==> config.mk <==
export PLATFORM = sky130hd
export DESIGN_NAME = spi_cmd_sequencer_flat
export DESIGN_NICKNAME = d
export VERILOG_FILES = /design/src/rtl/spi_cmd_sequencer_if.sv /design/src/rtl/spi_cmd_sequencer.sv /design/src/flat_wrapper.sv
export SDC_FILE = /design/constraint.sdc
export NUM_CORES = 1
export LEC_CHECK = 0
export ABC_AREA = 1
export CAP_MARGIN = 20
export CORE_ASPECT_RATIO = 0.7
export CORE_MARGIN = 8
export CORE_UTILIZATION = 53
export CTS_BUF_LIST = sky130_fd_sc_hd__clkbuf_16
export DETAILED_ROUTE_END_ITERATION = 12
export GPL_TIMING_DRIVEN = 0
export PLACE_DENSITY = 0.95
export SLEW_MARGIN = 10
export SYNTH_ARGS = -nofsm -noshare
export SYNTH_HDL_FRONTEND = slang
export SYNTH_SLANG_ARGS = --single-unit
==> constraint.sdc <==
create_clock -name clk_in -period 4.2 [get_ports clk_in]
set_input_delay 0.42 -clock clk_in [delete_from_list [all_inputs] [get_ports clk_in]]
set_output_delay 0.42 -clock clk_in [all_outputs]
set_load 0.03 [all_outputs]
==> src/rtl/spi_cmd_sequencer_if.sv <==
// -----------------------------------------------------------------------------
// spi_cmd_sequencer_if
//
// Bundles the host write handshake and the shared converter command bus
// that spi_cmd_sequencer owns.
//
//   host_req_in        level request for a host register write
//   host_sel_in  [1:0] target: 0=ADC1, 1=ADC2, 2=DAC1, 3=reserved
//   host_addr_in[15:0] register address
//   host_data_in[15:0] register data
//   host_ack_out       one-cycle pulse when a request is consumed
//   adc1/adc2/dac1_cmd_trig_out  one-cycle trigger to each converter driver
//   cmd_addr_out[15:0] shared, registered command address
//   cmd_data_out[15:0] shared, registered command data
//   busy_out           sequencer is not idle
//   init_done_out      sticky flag, power-up table has been replayed
//   err_out            one-cycle pulse on a request to the reserved target
//
// Modports:
//   master - host/config side (drives requests, observes everything else)
//   slave  - the sequencer itself
// -----------------------------------------------------------------------------
interface spi_cmd_sequencer_if;

    logic        host_req_in;
    logic [1:0]  host_sel_in;
    logic [15:0] host_addr_in;
    logic [15:0] host_data_in;
    logic        host_ack_out;
    logic        adc1_cmd_trig_out;
    logic        adc2_cmd_trig_out;
    logic        dac1_cmd_trig_out;
    logic [15:0] cmd_addr_out;
    logic [15:0] cmd_data_out;
    logic        busy_out;
    logic        init_done_out;
    logic        err_out;

    modport master (
        output host_req_in,
        output host_sel_in,
        output host_addr_in,
        output host_data_in,
        input  host_ack_out,
        input  adc1_cmd_trig_out,
        input  adc2_cmd_trig_out,
        input  dac1_cmd_trig_out,
        input  cmd_addr_out,
        input  cmd_data_out,
        input  busy_out,
        input  init_done_out,
        input  err_out
    );

    modport slave (
        input  host_req_in,
        input  host_sel_in,
        input  host_addr_in,
        input  host_data_in,
        output host_ack_out,
        output adc1_cmd_trig_out,
        output adc2_cmd_trig_out,
        output dac1_cmd_trig_out,
        output cmd_addr_out,
        output cmd_data_out,
        output busy_out,
        output init_done_out,
        output err_out
    );

endinterface

==> src/rtl/spi_cmd_sequencer.sv <==
// -----------------------------------------------------------------------------
// spi_cmd_sequencer
//
// Owns the SPI command ports of the two LTC2195 ADC drivers and the AD9783
// DAC driver. After reset it waits INIT_DELAY cycles, replays a fixed
// four-entry power-up register table (one trigger every SPI_WAIT+1 cycles),
// then serialises host register writes onto the shared command bus, one
// transaction at a time with an SPI_WAIT hold-off after each trigger.
//
// Ports:
//   clk_in  system clock (100 MHz BUFG domain)
//   rst_in  synchronous, active-high reset
//   bus     spi_cmd_sequencer_if.slave (host handshake + command bus)
//
// Parameters:
//   INIT_DELAY  cycles to wait after reset release before the first table write
//   SPI_WAIT    hold-off cycles after each trigger (must be >= 1)
// -----------------------------------------------------------------------------
module spi_cmd_sequencer #(
    parameter logic [15:0] INIT_DELAY = 16'd100,
    parameter logic [15:0] SPI_WAIT   = 16'd2000
) (
    input  logic                 clk_in,
    input  logic                 rst_in,
    spi_cmd_sequencer_if.slave   bus
);

    localparam logic [2:0] ST_DELAY = 3'd0;
    localparam logic [2:0] ST_ISSUE = 3'd1;
    localparam logic [2:0] ST_WAIT  = 3'd2;
    localparam logic [2:0] ST_IDLE  = 3'd3;
    localparam logic [2:0] ST_HWAIT = 3'd4;

    localparam logic [1:0] SEL_ADC1 = 2'd0;
    localparam logic [1:0] SEL_ADC2 = 2'd1;
    localparam logic [1:0] SEL_DAC1 = 2'd2;
    localparam logic [1:0] SEL_RSVD = 2'd3;

    localparam logic [1:0] LAST_ENTRY = 2'd3;

    logic [2:0]  state;
    logic [15:0] cnt;
    logic [1:0]  idx;
    logic [2:0]  trig;
    logic        ack;
    logic        err;
    logic        init_done;
    logic [15:0] cmd_addr;
    logic [15:0] cmd_data;

    logic [1:0]  issue_idx;
    logic [33:0] issue_entry;
    logic [1:0]  issue_sel;
    logic [15:0] issue_addr;
    logic [15:0] issue_data;

    // Power-up table packed as {target, addr, data}.
    function automatic logic [33:0] table_entry(input logic [1:0] i);
        logic [33:0] e;
        case (i)
            2'd0:    e = {SEL_ADC1, 16'h0000, 16'h0080};
            2'd1:    e = {SEL_ADC2, 16'h0000, 16'h0080};
            2'd2:    e = {SEL_ADC1, 16'h0003, 16'h0001};
            default: e = {SEL_DAC1, 16'h0000, 16'h0020};
        endcase
        return e;
    endfunction

    // One-hot trigger vector {dac1, adc2, adc1} for a target code.
    function automatic logic [2:0] trig_for(input logic [1:0] sel);
        logic [2:0] t;
        case (sel)
            SEL_ADC1: t = 3'b001;
            SEL_ADC2: t = 3'b010;
            SEL_DAC1: t = 3'b100;
            default:  t = 3'b000;
        endcase
        return t;
    endfunction

    // The trigger and command word are registered on the edge that enters
    // ISSUE, so the table entry needed is the one about to be issued: the
    // current index from DELAY, the next index when leaving WAIT.
    always_comb begin
        issue_idx   = (state == ST_WAIT) ? idx + 2'd1 : idx;
        issue_entry = table_entry(issue_idx);
        issue_sel   = issue_entry[33:32];
        issue_addr  = issue_entry[31:16];
        issue_data  = issue_entry[15:0];
    end

    // Main sequencer. Pulse outputs default low every cycle; each state
    // raises them only on the edge that starts a transaction. DELAY compares
    // against INIT_DELAY (not INIT_DELAY-1) because the cycle right after the
    // reset edge is already spent in DELAY with the counter at zero.
    always_ff @(posedge clk_in) begin
        if (rst_in) begin
            state     <= ST_DELAY;
            cnt       <= 16'd0;
            idx       <= 2'd0;
            trig      <= 3'b000;
            ack       <= 1'b0;
            err       <= 1'b0;
            init_done <= 1'b0;
            cmd_addr  <= 16'd0;
            cmd_data  <= 16'd0;
        end else begin
            trig <= 3'b000;
            ack  <= 1'b0;
            err  <= 1'b0;
            case (state)
                ST_DELAY: begin
                    if (cnt == INIT_DELAY) begin
                        state    <= ST_ISSUE;
                        cnt      <= 16'd0;
                        trig     <= trig_for(issue_sel);
                        cmd_addr <= issue_addr;
                        cmd_data <= issue_data;
                    end else begin
                        cnt <= cnt + 16'd1;
                    end
                end
                ST_ISSUE: begin
                    state <= ST_WAIT;
                    cnt   <= 16'd0;
                end
                ST_WAIT: begin
                    if (cnt == SPI_WAIT - 16'd1) begin
                        cnt <= 16'd0;
                        if (idx == LAST_ENTRY) begin
                            state     <= ST_IDLE;
                            init_done <= 1'b1;
                        end else begin
                            idx      <= issue_idx;
                            state    <= ST_ISSUE;
                            trig     <= trig_for(issue_sel);
                            cmd_addr <= issue_addr;
                            cmd_data <= issue_data;
                        end
                    end else begin
                        cnt <= cnt + 16'd1;
                    end
                end
                ST_IDLE: begin
                    if (bus.host_req_in) begin
                        ack <= 1'b1;
                        if (bus.host_sel_in == SEL_RSVD) begin
                            err <= 1'b1;
                        end else begin
                            state    <= ST_HWAIT;
                            cnt      <= 16'd0;
                            trig     <= trig_for(bus.host_sel_in);
                            cmd_addr <= bus.host_addr_in;
                            cmd_data <= bus.host_data_in;
                        end
                    end
                end
                ST_HWAIT: begin
                    if (cnt == SPI_WAIT - 16'd1) begin
                        state <= ST_IDLE;
                        cnt   <= 16'd0;
                    end else begin
                        cnt <= cnt + 16'd1;
                    end
                end
                default: begin
                    state <= ST_DELAY;
                    cnt   <= 16'd0;
                    idx   <= 2'd0;
                end
            endcase
        end
    end

    assign bus.adc1_cmd_trig_out = trig[0];
    assign bus.adc2_cmd_trig_out = trig[1];
    assign bus.dac1_cmd_trig_out = trig[2];
    assign bus.host_ack_out      = ack;
    assign bus.err_out           = err;
    assign bus.init_done_out     = init_done;
    assign bus.cmd_addr_out      = cmd_addr;
    assign bus.cmd_data_out      = cmd_data;
    assign bus.busy_out          = (state != ST_IDLE);

endmodule

==> src/flat_wrapper.sv <==
// flat-port wrapper written by rule: the top's interface ports become plain ports
module spi_cmd_sequencer_flat 
#(
    parameter logic [15:0] INIT_DELAY = 16'd100,
    parameter logic [15:0] SPI_WAIT   = 16'd2000
)
  (clk_in, rst_in, bus_host_req_in, bus_host_sel_in, bus_host_addr_in, bus_host_data_in, bus_host_ack_out, bus_adc1_cmd_trig_out, bus_adc2_cmd_trig_out, bus_dac1_cmd_trig_out, bus_cmd_addr_out, bus_cmd_data_out, bus_busy_out, bus_init_done_out, bus_err_out);
  spi_cmd_sequencer_if bus_i ();
  input  logic clk_in;
  input  logic rst_in;
  input wire logic [$bits(bus_i.host_req_in)-1:0] bus_host_req_in;
  input wire logic [$bits(bus_i.host_sel_in)-1:0] bus_host_sel_in;
  input wire logic [$bits(bus_i.host_addr_in)-1:0] bus_host_addr_in;
  input wire logic [$bits(bus_i.host_data_in)-1:0] bus_host_data_in;
  output wire logic [$bits(bus_i.host_ack_out)-1:0] bus_host_ack_out;
  output wire logic [$bits(bus_i.adc1_cmd_trig_out)-1:0] bus_adc1_cmd_trig_out;
  output wire logic [$bits(bus_i.adc2_cmd_trig_out)-1:0] bus_adc2_cmd_trig_out;
  output wire logic [$bits(bus_i.dac1_cmd_trig_out)-1:0] bus_dac1_cmd_trig_out;
  output wire logic [$bits(bus_i.cmd_addr_out)-1:0] bus_cmd_addr_out;
  output wire logic [$bits(bus_i.cmd_data_out)-1:0] bus_cmd_data_out;
  output wire logic [$bits(bus_i.busy_out)-1:0] bus_busy_out;
  output wire logic [$bits(bus_i.init_done_out)-1:0] bus_init_done_out;
  output wire logic [$bits(bus_i.err_out)-1:0] bus_err_out;
  assign bus_i.host_req_in = bus_host_req_in;
  assign bus_i.host_sel_in = bus_host_sel_in;
  assign bus_i.host_addr_in = bus_host_addr_in;
  assign bus_i.host_data_in = bus_host_data_in;
  assign bus_host_ack_out = bus_i.host_ack_out;
  assign bus_adc1_cmd_trig_out = bus_i.adc1_cmd_trig_out;
  assign bus_adc2_cmd_trig_out = bus_i.adc2_cmd_trig_out;
  assign bus_dac1_cmd_trig_out = bus_i.dac1_cmd_trig_out;
  assign bus_cmd_addr_out = bus_i.cmd_addr_out;
  assign bus_cmd_data_out = bus_i.cmd_data_out;
  assign bus_busy_out = bus_i.busy_out;
  assign bus_init_done_out = bus_i.init_done_out;
  assign bus_err_out = bus_i.err_out;
  spi_cmd_sequencer #(.INIT_DELAY(INIT_DELAY), .SPI_WAIT(SPI_WAIT)) u_core (.clk_in(clk_in), .rst_in(rst_in), .bus(bus_i));
endmodule
==> flow_metrics.env <==
export IMPL_start_util_pct=54.1
export IMPL_dp_slack_ns=2.17
export IMPL_cts_tree="built"
export IMPL_combinationalPowerShare_pct=52.9
export IMPL_gp_congestion=0.918
export IMPL_postLayoutCoreUtil_pct=74.0
export IMPL_yosys_warnings=0
export IMPL_synth_top_area_share_pct=38.5
export IMPL_synth_edf_count=0
export IMPL_finalHoldViolCount=0
export IMPL_htreeDepth=3
export IMPL_firstDrtPassIters=6
export IMPL_worstSetupStartpoint="u_core.state[2]"
export IMPL_dominantRegCellSynth="dfxtp_1"
export IMPL_drc=0
export IMPL_critPathSlowestCell="clkdlybuf4s50_1"
export IMPL_cts_hold_buf=0
export IMPL_endpoint_kind="primary output"
export IMPL_cts_root_buf="clkbuf_16"
export IMPL_seq_area_frac_synth_pct=38.5
export IMPL_path_max_fanout=7
export IMPL_p_switching_mw=1.45
export IMPL_power_mw=3.23
export IMPL_ir_worst_vdd_uv=479
export IMPL_ios=76
export IMPL_drtIter0Drc=353
export IMPL_p_leak_nw=1.81
export IMPL_fmax_ghz=0.465
export IMPL_drt_wl_total_mm=9.56
export IMPL_rsz0062_at_grt="false"
export IMPL_synth_nets=512
export IMPL_finalSetupViolCount=0
export IMPL_max_slew_margin_pct=61.6
export IMPL_r2r_end="u_core.bus.cmd_addr_out[12]"
export IMPL_cp_required_ns=3.78
export IMPL_cts_sinks=59
export IMPL_power_density_mw_per_mm2=770
export IMPL_synth_avg_cell_area_um2=6.51
export IMPL_synth_area_leaders="dfxtp_1, nand2_1, nor2_1"
export IMPL_wl_per_cell_um=15.0
export IMPL_drv_slew=0
export IMPL_die_w_um=107
export IMPL_min_path_type="reg -> reg"
export IMPL_fin_crit_ns=2.15
export IMPL_via_per_inst=5.43
export IMPL_ys_types=28
export IMPL_cts_buffers=9
export IMPL_outcome="finished, final reports clean"
export IMPL_clock_latency_ns=0.33
export IMPL_nets=598
export IMPL_critPathMaxStageDelay_ns=0.72
export IMPL_path_cells="inv_2, nand3_2, clkdlybuf4s50_1"
export IMPL_setup_tns_final_ns=0
export IMPL_die_h_um=79.7
export IMPL_core_rowCount=23
export IMPL_antenna_found_initial=0
export IMPL_grt_pass1_vias=3216
export IMPL_ys_ff_latch=59
export IMPL_core_mm2=0.00567
export IMPL_placement_io_buffers=75
export IMPL_cap_violations=0
export IMPL_synthTopCellsByCount="nand2_1, nor2_1, dfxtp_1"
export IMPL_worstReg2RegStart="u_core.cnt[0]"
export IMPL_clock_skew_final_ns=0.00667
export IMPL_worst_setup_path_type="reg -> out"
export IMPL_p_int_mw=1.78
export IMPL_crit_path_end="bus_busy_out"
export IMPL_synth_top_cell_by_area="dfxtp_1"
export IMPL_synth_cell_area_mm2=0.00307
export IMPL_rrSetupSlack_ns=2.22
export IMPL_grt_max_degree=11
export IMPL_swShare_pct=44.8
export IMPL_p_clk_share_pct=21.8
export IMPL_syn_to_final_growth_pct=36.8
export IMPL_holdWs_ns=0.468
export IMPL_drive_gt1_share_pct=11.6
export IMPL_vias=3461
export IMPL_synth_most_common_cell="nand2_1"
export IMPL_setup_ws_ns=2.05
export IMPL_cp_arrival_ns=1.73
export IMPL_worst_slew_pin_slew_ns=0.576
export IMPL_period_share_pct=51.3
export IMPL_clk_path_buf_depth=2
export IMPL_hpwl_mm=6.82
export IMPL_grt_overflow_total=0
export IMPL_async_reset_ff_share_pct=0
export IMPL_antenna_cells=0
export IMPL_r2r_cells=11
export IMPL_grt_pass1_wl_mm=15.5
export IMPL_seqPwrFrac_pct=25.3
export IMPL_ant_nets=0
export IMPL_path_clk_slew_ns=0.05
export IMPL_die_area_mm2=0.00852
export IMPL_syn_inst=471
export IMPL_post_cts_buffers=0
export IMPL_ctsResizeCount=0
export IMPL_startpoint_type="flip-flop"
export IMPL_grt_use_total_pct=22.7
[power by group through the flow]
stage / combinational (mW) / sequential, mW / clock, mW
floorplan: 0.916 / 1.05 / 0
global placement: 1.60 / 0.812 / 0
detailed placement: 1.67 / 0.822 / 0
CTS: 1.70 / 0.814 / 0.711
global route: 1.88 / 0.831 / 0.742
finish: 1.71 / 0.818 / 0.705
[cells in the final DEF, fill, tap and decap left out, types with 6 or more instances in the layout]
cell type,n
a21oi_1,17
clkdlybuf4s50_1,75
nor2_2,23
nand3_1,53
inv_2,8
clkbuf_1,7
buf_2,7
nor2_1,85
o21ai_0,8
clkbuf_16,9
dfxtp_1,59
nand4_1,6
nand2_1,125
inv_1,38
[sequential cells by signal (all words and copies together), names as in the netlist]
name and cells:
u_core.bus.cmd_addr_out 16, u_core.bus.cmd_data_out 16, u_core.cnt 16, u_core.state 3
u_core.trig 3, u_core.idx 2, u_core.bus.err_out 1, u_core.bus.host_ack_out 1
u_core.bus.init_done_out 1
[routing by layer]
metal / vias up / global-route usage, % / wire, um
li1: 1647 / - / -
met1: 1585 / 27.9 / 4030
met2: 197 / 36.1 / 4370
met3: 32 / 6.45 / 852
met4: 0 / 10.6 / 303
met5: - / 0 / 0
[worst max-delay path: cells and delay by family, from the launching register on]
kind | cells | cell delay [ns]
buf+inv | 2 | 0.82
flops | 1 | 0.41
simple gates | 1 | 0.16
[kinds of logic after synthesis]
family | synth area share [%]
simple gates | 43.4
buf+inv | 9.22
flops | 38.5
compound gates | 5.83
xor+xnor | 1.43
fa+ha+maj | 1.63
[cell type report]
type,count,area [um2]
clock buffer,9,225
sequential,59,1180
clock inverter,7,60.1
tap,75,93.8
multi-input combinational,347,1600
buffer,18,106
inverter,47,176
fill,418,1470
timing repair buffer,75,751
[per-stage QoR]
stage / std cells / area, um2
floorplan: 471 / 3070
detailed placement: 621 / 3910
global placement: 621 / 3910
finish: 637 / 4200
global route: 637 / 4200
CTS: 637 / 4200
[how the worst min path moves through the flow]
stage          slack, ns  depth (start not counted)                          end                        start
5_1_grt             0.49                          2   u_core.bus.cmd_addr_out[7]   u_core.bus.cmd_addr_out[7]
3_5_place_dp        0.46                          1     u_core.bus.init_done_out     u_core.bus.init_done_out
3_3_place_gp        0.45                          2   u_core.bus.cmd_data_out[1]   u_core.bus.cmd_data_out[1]
6_report            0.47                          2   u_core.bus.cmd_addr_out[7]   u_core.bus.cmd_addr_out[7]
2_1_floorplan       0.46                          2               u_core.cnt[13]               u_core.cnt[13]
4_1_cts             0.47                          2  u_core.bus.cmd_addr_out[11]  u_core.bus.cmd_addr_out[11]
(Power assumes the default switching activity.)
